## src/rtl/sauria_cfg_pkg.sv

```systemverilog
// Shared build-time defaults for the SAURIA datapath blocks.
package sauria_cfg_pkg;

  // Default activation layout: 0 = overlapping im2col tiles, 1 = packed GeMM tiles.
  parameter bit DV_GEMM_BYPASS = 1'b0;

endpackage

```

## src/rtl/sauria_act_tile_writer.sv

```systemverilog
// Writes an activation stream into SRAM as a sequence of row-major 2-D tiles,
// either overlapping by a halo (im2col layout) or packed back-to-back (GeMM layout).
module sauria_act_tile_writer
  import sauria_cfg_pkg::*;
#(
  parameter int DATA_W      = 64,
  parameter int ADDR_W      = 16,
  parameter int DIM_W       = 8,
  parameter bit GEMM_BYPASS = DV_GEMM_BYPASS
) (
  input  logic              i_clk,
  input  logic              i_rstn,
  input  logic              i_start,
  input  logic [ADDR_W-1:0] i_base_addr,
  input  logic [DIM_W-1:0]  i_tile_w,
  input  logic [DIM_W-1:0]  i_tile_h,
  input  logic [ADDR_W-1:0] i_row_stride,
  input  logic [DIM_W-1:0]  i_n_tiles,
  input  logic [DIM_W-1:0]  i_overlap,
  input  logic              i_s_valid,
  input  logic [DATA_W-1:0] i_s_data,
  output logic              o_s_ready,
  output logic              o_wr_en,
  output logic [ADDR_W-1:0] o_wr_addr,
  output logic [DATA_W-1:0] o_wr_data,
  output logic              o_busy,
  output logic              o_done,
  output logic [1:0]        o_dbg_state
);

  typedef enum logic [1:0] {
    S_IDLE  = 2'd0,
    S_RUN   = 2'd1,
    S_FLUSH = 2'd2,
    S_DONE  = 2'd3
  } state_t;

  state_t            state;
  logic [DIM_W-1:0]  col_q, row_q, tile_q;
  logic [DIM_W-1:0]  col_last_q, row_last_q, tile_last_q;
  logic [ADDR_W-1:0] stride_q;
  logic [ADDR_W-1:0] tile_step_q;
  logic [ADDR_W-1:0] origin_q;
  logic [ADDR_W-1:0] row_ptr_q;

  logic [DIM_W-1:0]  step_rows;
  logic [ADDR_W-1:0] step_addr;
  logic              zero_cfg;
  logic              accept;
  logic              last_col, last_row, last_tile;
  logic [ADDR_W-1:0] cur_addr;

  // Vertical distance between tile origins, in rows. An overlap that
  // swallows the whole tile clamps to a one-row step.
  always_comb begin
    step_rows = i_tile_h;
    if (!GEMM_BYPASS) begin
      if (i_overlap < i_tile_h) step_rows = i_tile_h - i_overlap;
      else                      step_rows = {{(DIM_W-1){1'b0}}, 1'b1};
    end
  end

  assign step_addr = ADDR_W'(step_rows) * i_row_stride;
  assign zero_cfg  = (i_tile_w == '0) || (i_tile_h == '0) || (i_n_tiles == '0);

  // Stream handshake: a beat transfers in any cycle where i_s_valid and
  // o_s_ready are both high; o_s_ready is high for the whole RUN state and
  // low otherwise, and the producer may raise or drop i_s_valid at will.
  assign accept    = i_s_valid && o_s_ready;
  assign last_col  = (col_q == col_last_q);
  assign last_row  = (row_q == row_last_q);
  assign last_tile = (tile_q == tile_last_q);
  assign cur_addr  = row_ptr_q + ADDR_W'(col_q);

  assign o_dbg_state = state;

  always_ff @(posedge i_clk or negedge i_rstn) begin
    if (!i_rstn) begin
      state       <= S_IDLE;
      o_s_ready   <= 1'b0;
      o_wr_en     <= 1'b0;
      o_wr_addr   <= '0;
      o_wr_data   <= '0;
      o_busy      <= 1'b0;
      o_done      <= 1'b0;
      col_q       <= '0;
      row_q       <= '0;
      tile_q      <= '0;
      col_last_q  <= '0;
      row_last_q  <= '0;
      tile_last_q <= '0;
      stride_q    <= '0;
      tile_step_q <= '0;
      origin_q    <= '0;
      row_ptr_q   <= '0;
    end else begin
      // One-cycle write pipeline: the beat accepted now is written next cycle.
      o_wr_en <= accept;
      if (accept) begin
        o_wr_addr <= cur_addr;
        o_wr_data <= i_s_data;
      end

      case (state)
        S_IDLE: begin
          o_done <= 1'b0;
          if (i_start) begin
            col_last_q  <= i_tile_w - 1'b1;
            row_last_q  <= i_tile_h - 1'b1;
            tile_last_q <= i_n_tiles - 1'b1;
            stride_q    <= i_row_stride;
            tile_step_q <= step_addr;
            origin_q    <= i_base_addr;
            row_ptr_q   <= i_base_addr;
            col_q       <= '0;
            row_q       <= '0;
            tile_q      <= '0;
            if (zero_cfg) begin
              state  <= S_DONE;
              o_done <= 1'b1;
            end else begin
              state     <= S_RUN;
              o_s_ready <= 1'b1;
              o_busy    <= 1'b1;
            end
          end
        end

        S_RUN: begin
          if (accept) begin
            if (!last_col) begin
              col_q <= col_q + 1'b1;
            end else begin
              col_q <= '0;
              if (!last_row) begin
                row_q     <= row_q + 1'b1;
                row_ptr_q <= row_ptr_q + stride_q;
              end else begin
                row_q <= '0;
                if (!last_tile) begin
                  tile_q    <= tile_q + 1'b1;
                  origin_q  <= origin_q + tile_step_q;
                  row_ptr_q <= origin_q + tile_step_q;
                end else begin
                  state     <= S_FLUSH;
                  o_s_ready <= 1'b0;
                end
              end
            end
          end
        end

        S_FLUSH: begin
          state  <= S_DONE;
          o_busy <= 1'b0;
          o_done <= 1'b1;
        end

        S_DONE: begin
          state  <= S_IDLE;
          o_done <= 1'b0;
        end

        default: begin
          state     <= S_IDLE;
          o_s_ready <= 1'b0;
          o_busy    <= 1'b0;
          o_done    <= 1'b0;
        end
      endcase
    end
  end

endmodule

```

## config.mk

```make
export PLATFORM = sky130hd
export DESIGN_NAME = sauria_act_tile_writer
export DESIGN_NICKNAME = d
export VERILOG_FILES = /design/src/rtl/sauria_cfg_pkg.sv /design/src/rtl/sauria_act_tile_writer.sv
export SDC_FILE = /design/constraint.sdc
export NUM_CORES = 1
export LEC_CHECK = 0
export ABC_AREA = 1
export BUFFER_PORTS_ARGS = -buffer_cell sky130_fd_sc_hd__buf_4
export CORE_ASPECT_RATIO = 0.5
export CORE_MARGIN = 4
export CORE_UTILIZATION = 46
export DETAILED_ROUTE_END_ITERATION = 10
export PLACE_DENSITY = 0.72
export SLEW_MARGIN = 40
export SYNTH_ARGS = -nofsm -noshare
export SYNTH_HDL_FRONTEND = slang
export SYNTH_SLANG_ARGS = --single-unit
```

## constraint.sdc

```tcl
create_clock -name i_clk -period 3.7 [get_ports i_clk]
set_input_delay 0 -clock i_clk [delete_from_list [all_inputs] [get_ports i_clk]]
set_output_delay 0 -clock i_clk [all_outputs]
set_load 0.1 [all_outputs]
```

### Word-level counts from Yosys, hierarchy flattened

Index checks and enable logic that the tools add are counted.
W data, S select, Z words.

| word-level totals | value |
|---|---|
| output and inout port bits | 86 |
| bits in registers | 198 |

| operators by class | value |
|---|---|
| multiplexer cells | 42 |
| $add $sub $neg | 10 |
| multiply operators | 1 |
| reductions and logical operators | 18 |
| equality and inequality tests | 14 |
| $lt $le $gt $ge | 1 |

Operators by type and width:

| kind | count |
|---|---|
| $mux W16 | 8 |
| $mux W8 | 11 |
| $pmux W16 S2 | 2 |
| $pmux W8 S2 | 3 |
| $add A16 B16 Y16 | 2 |
| $add A8 B1 Y8 const B | 3 |
| $eq A8 B8 Y1 | 3 |
| $logic_not A8 Y1 | 3 |
| $sub A8 B1 Y8 const B | 3 |
| $add A16 B8 Y16 | 1 |
| $mul A8 B16 Y16 | 1 |
| $ne A2 B2 Y1 const B | 7 |
| $mux W2 | 6 |
| $reduce_and A5 Y1 | 2 |
| $lt A8 B8 Y1 | 1 |
| $mux W1 | 8 |
| $pmux W2 S4 | 1 |
| $sub A8 B8 Y8 | 1 |
| $reduce_and A7 Y1 | 1 |
| $reduce_and A3 Y1 | 2 |
| $reduce_and A6 Y1 | 1 |
| $eq A2 B2 Y1 const B | 2 |
| $pmux W1 S2 | 2 |
| $reduce_and A4 Y1 | 1 |
| 9 further kinds | 11 |

### Logic depth before layout (Yosys ltp)

| depth | value |
|---|---|
| word-level depth | 6 |
| gate-level depth with buffers | 33 |
| depth with buffers taken out | 33 |

### Least setup slack after synthesis

Ideal clock, no wire load.

| path | value |
|---|---|
| kind | in2reg |
| from | in i_tile_h[0] |
| to | reg tile_step_q[14] |
| buffers on the path | 0 |
| cell stages on the path | 30 |
| data required time | 3617 ps |
| arrival | 5164 ps |
| library setup time | 83 ps |
| setup slack | -1547 ps |
| cells stage by stage | inv_1 ha_1 fa_1 inv_1 nand2_1 nand2_1 nand3_4 nand2_8 nand2_8 nor2_1 clkinv_1 nor2_1 fa_1 fa_1 fa_1 inv_1 fa_1 inv_1 ha_1 nand2_1 nor3_1 nand2_1 o211ai_1 a21oi_1 o21bai_1 a21oi_1 nor2_1 nor2_1 xor2_1 o21ai_0 |

| between the ends | value |
|---|---|
| word-level cells in the longest chain between the ends | 3 |
| elaborated cells on any way between the ends | 4 |
| classes of those cells | add/sub (1); mul (1); order compare (1); mux (1) |

Ends and longest elaborated chain:

| element | line | RTL |
|---|---|---|
| from (decl) | sauria_act_tile_writer.sv:16 | `input logic [DIM_W-1:0] i_tile_h,` |
| $sub A8 B8 Y8 / $lt A8 B8 Y1 (equally long branches) | sauria_act_tile_writer.sv:58 | `if (i_overlap < i_tile_h) step_rows = i_tile_h - i_overlap;` |
| $mux W8 (*) | sauria_act_tile_writer.sv:58 |  |
| $mul A8 B16 Y16 (*) | sauria_act_tile_writer.sv:63 | `assign step_addr = ADDR_W'(step_rows) * i_row_stride;` |
| to (signal assigned) | sauria_act_tile_writer.sv:112 | `tile_step_q <= step_addr;` |
| to (decl) | sauria_act_tile_writer.sv:42 | `logic [ADDR_W-1:0] tile_step_q;` |

Mark *: on every way between the ends. The rest lies on a longest branch, timed or not.
A chain may end at the register's enable or synchronous reset.

### Final worst setup path

| path | value |
|---|---|
| from | in i_tile_h[0] |
| to | reg tile_step_q[10] |

Same word-level chain as after synthesis.

==> results_dict.tcl <==
set metrics [dict create \
    path_max_fanout 6 \
    die_y_um 131 \
    numCtsBuffers 17 \
    slowest_delay_ns 0.49 \
    syn_avg_cell_area_sq_um 7.88 \
    placed_area_sq_mm 0.0169 \
    clkSlewWorstSetupHoldPaths_ns 0.08 \
    crit_top_cell "buf_4" \
    slew_violations 0 \
    drive_gt1_share_pct 24.2 \
    syn_area_sq_mm 0.0138 \
    fillCellCount 2372 \
    core_area_sq_mm 0.0293 \
    ir_drop_v 0.000366 \
    root_buffer "clkbuf_16" \
    die_x_um 253 \
    skew_ns 0.0126 \
    hold_slack_ns 0.0294 \
    vias 13202 \
    port_buffers 217 \
    start_util_pct 47.2 \
    clk_path_buf_depth 2 \
    cp-start-kind "primary input" \
    die_area_sq_mm 0.0330 \
    cts_tree "done" \
    powerDensity_mw_per_mm2 399 \
    globalRouteTotalUtil_pct 25.0 \
    rsz0062_at_grt "yes" \
    worstSkewPairLatency_ns 0.44 \
    regArea_sq_mm 0.00495 \
    mostFrequentLayoutCell "nand2_1" \
    synth-edff-count 0 \
    slew_headroom_pct 47.6 \
    r2r-end "row_ptr_q[6]" \
    row_count 44 \
    syn_inst 1753 \
    grt_max_degree 98 \
    drc_errors 0 \
    multi_input_area_sq_mm 0.00835 \
    status "finished with violations" \
    fin_ws_ns -0.989 \
    synth_cell_types 49 \
    postLayoutCellArea_sq_mm 0.0192 \
    ys_seq_area_share_pct 35.9 \
    wire_per_inst_um 15.6 \
    critPathArrivalTime_ns 4.99 \
    num_io_pins 218 \
    syn_nets 2032 \
    hold_viol 0 \
    drv_cap 0 \
    cp-endpoint "tile_step_q[10]" \
    cts_sinks 198 \
    cp_slowest_cell "fa_1" \
    grt_pass1_wl_um 66300 \
    power_leakage_nw 10.1 \
    synth_ff_type "dfrtp_1" \
    drt.antenna.violating_nets 0 \
    place_ws_ns -1.42 \
    post-route-min-period_ns 4.69 \
    setup_viol 10 \
    first_pass_iters 6 \
    crit_start "i_tile_h[0]" \
    fin_crit_sh_pct 127 \
    violations "negative setup slack" \
    layout_common_cells "511 x nand2_1, 355 x buf_4, 198 x dfrtp_1, 190 x inv_1, 127 x nor2_1" \
    fmax_mhz 213 \
    ys_ff_latch 198 \
    ys_warn_count 0 \
    htreeDepth 4 \
    crit_path_end_kind "flop" \
    grt_antenna_before_repair 2 \
    r2r_setup_slack_ns 0.51 \
    rr_worst_depth 13 \
    path_class "in2reg" \
    worstMarginPinSlew_ns 0.786 \
    post_drt_via_cell_ratio 5.05 \
    rr_startpoint "row_q[1]" \
    gr-total-overflow 0 \
    routed_wirelength_um 40800 \
    critPathRequiredTime_ns 4.00 \
    hp-class "in2reg" \
    areaGrowthSynthToFinish_pct 38.8 \
    post-dp-hpwl_um 29100 \
    first_global_vias 13147 \
    async_flop_share_pct 100 \
    globalplace.congestion 0.943 \
    finalNetCount 2485 \
    drtIter0Drc 930 \
]
[routing by layer]
layer  global-route usage [%]  part of all wire, %
met5                        0                    0
met4                     7.64                  2.3
met3                     3.74                  4.8
met2                     43.2                   48
met1                     33.1                   45
[power by group]
part	internal (mW)	leakage, nW	total (mW)	switching, mW
Combinational	1.82	7.12	3.55	1.74
Sequential	2.16	2.65	2.16	0
Clock	1.03	0.298	1.94	0.914
Total	5.01	10.1	7.66	2.65
[through the flow]
step	setup TNS (ns)	std cells	power [mW]	util (%)
after global placement	-11.41	2445	4.86	57.6
after detailed placement	-12.26	2445	4.90	57.6
after global routing	-9.26	2612	8.19	65.5
final	-6.51	2612	7.66	65.5
after CTS	-5.71	2605	7.53	65.2
after floorplan	-6.70	1753	3.76	-
[Yosys cell counts (12+ instances only)]
| cell | instances | area (sq um) |
|---|---|---|
| fa_1 | 64 | 1280 |
| xnor2_1 | 38 | 333 |
| dfrtp_1 | 198 | 4950 |
| nand2_1 | 523 | 1960 |
| clkbuf_1 | 33 | 124 |
| o21ai_0 | 104 | 521 |
| a21oi_1 | 77 | 385 |
| nor3_1 | 17 | 85.1 |
| inv_2 | 13 | 48.8 |
| a31oi_1 | 23 | 144 |
| nand4_1 | 12 | 75.1 |
| ha_1 | 83 | 1040 |
| inv_1 | 204 | 766 |
| nand3_1 | 64 | 320 |
| xor2_1 | 37 | 324 |
| nor2_1 | 146 | 548 |
[state kept, by name (all words and copies together), names as in the netlist]
name and cells:
o_wr_data 64, o_wr_addr 16, origin_q 16, row_ptr_q 16, stride_q 16, tile_step_q 16, col_last_q 8, col_q 8
row_last_q 8, row_q 8, tile_last_q 8, tile_q 8, o_dbg_state 2, o_busy 1, o_done 1, o_s_ready 1
o_wr_en 1
[worst max-delay path: cells and delay by family]
kind / cells / cell delay [ns]
xor+xnor: 1 / 0.11
buf+inv: 12 / 1.35
simple gates: 9 / 0.82
compound gates: 3 / 0.39
fa+ha+maj: 7 / 2.30
[what timing repair did]
action                                  in CTS  in global routing
gates resized for setup                     78                 12
pin swaps                                   46                  9
hold buffers                               113                  0
buffers inserted                            24                  5
endpoints found under the hold margin      211                  0
endpoints found under the setup margin      10                 12
[logic make-up after synthesis]
logic type	synth area share [%]
flip-flops	35.9
AO/OA/AOI/OAI	9.89
AND/OR/NAND/NOR	25.4
XOR/XNOR	4.76
buffers and inverters	7.28
adder cells (fa/ha/maj)	16.8
[layout make-up]
| type | count | area share [%] |
|---|---|---|
| multi-input combinational | 1290 | 43.5 |
| antenna | 2 | 0.0261 |
| timing repair buffer | 477 | 20.4 |
| clock buffer | 17 | 2.22 |
| tap | 391 | 2.55 |
| clock inverter | 15 | 0.985 |
| inverter | 222 | 4.48 |
| sequential | 198 | 25.8 |
[worst min path at each step]
stage,startpoint,end,slack [ns],depth (start not counted)
after floorplan,i_rstn,col_last_q[0],-0.30,0
after global placement,i_rstn,row_last_q[0],0.14,1
after detailed placement,i_rstn,row_last_q[0],0.14,1
after CTS,i_tile_h[6],row_last_q[6],0.002,4
after global routing,i_row_stride[10],stride_q[10],0.04,4
final,i_base_addr[7],row_ptr_q[7],0.03,5
(Power assumes the default switching activity.)
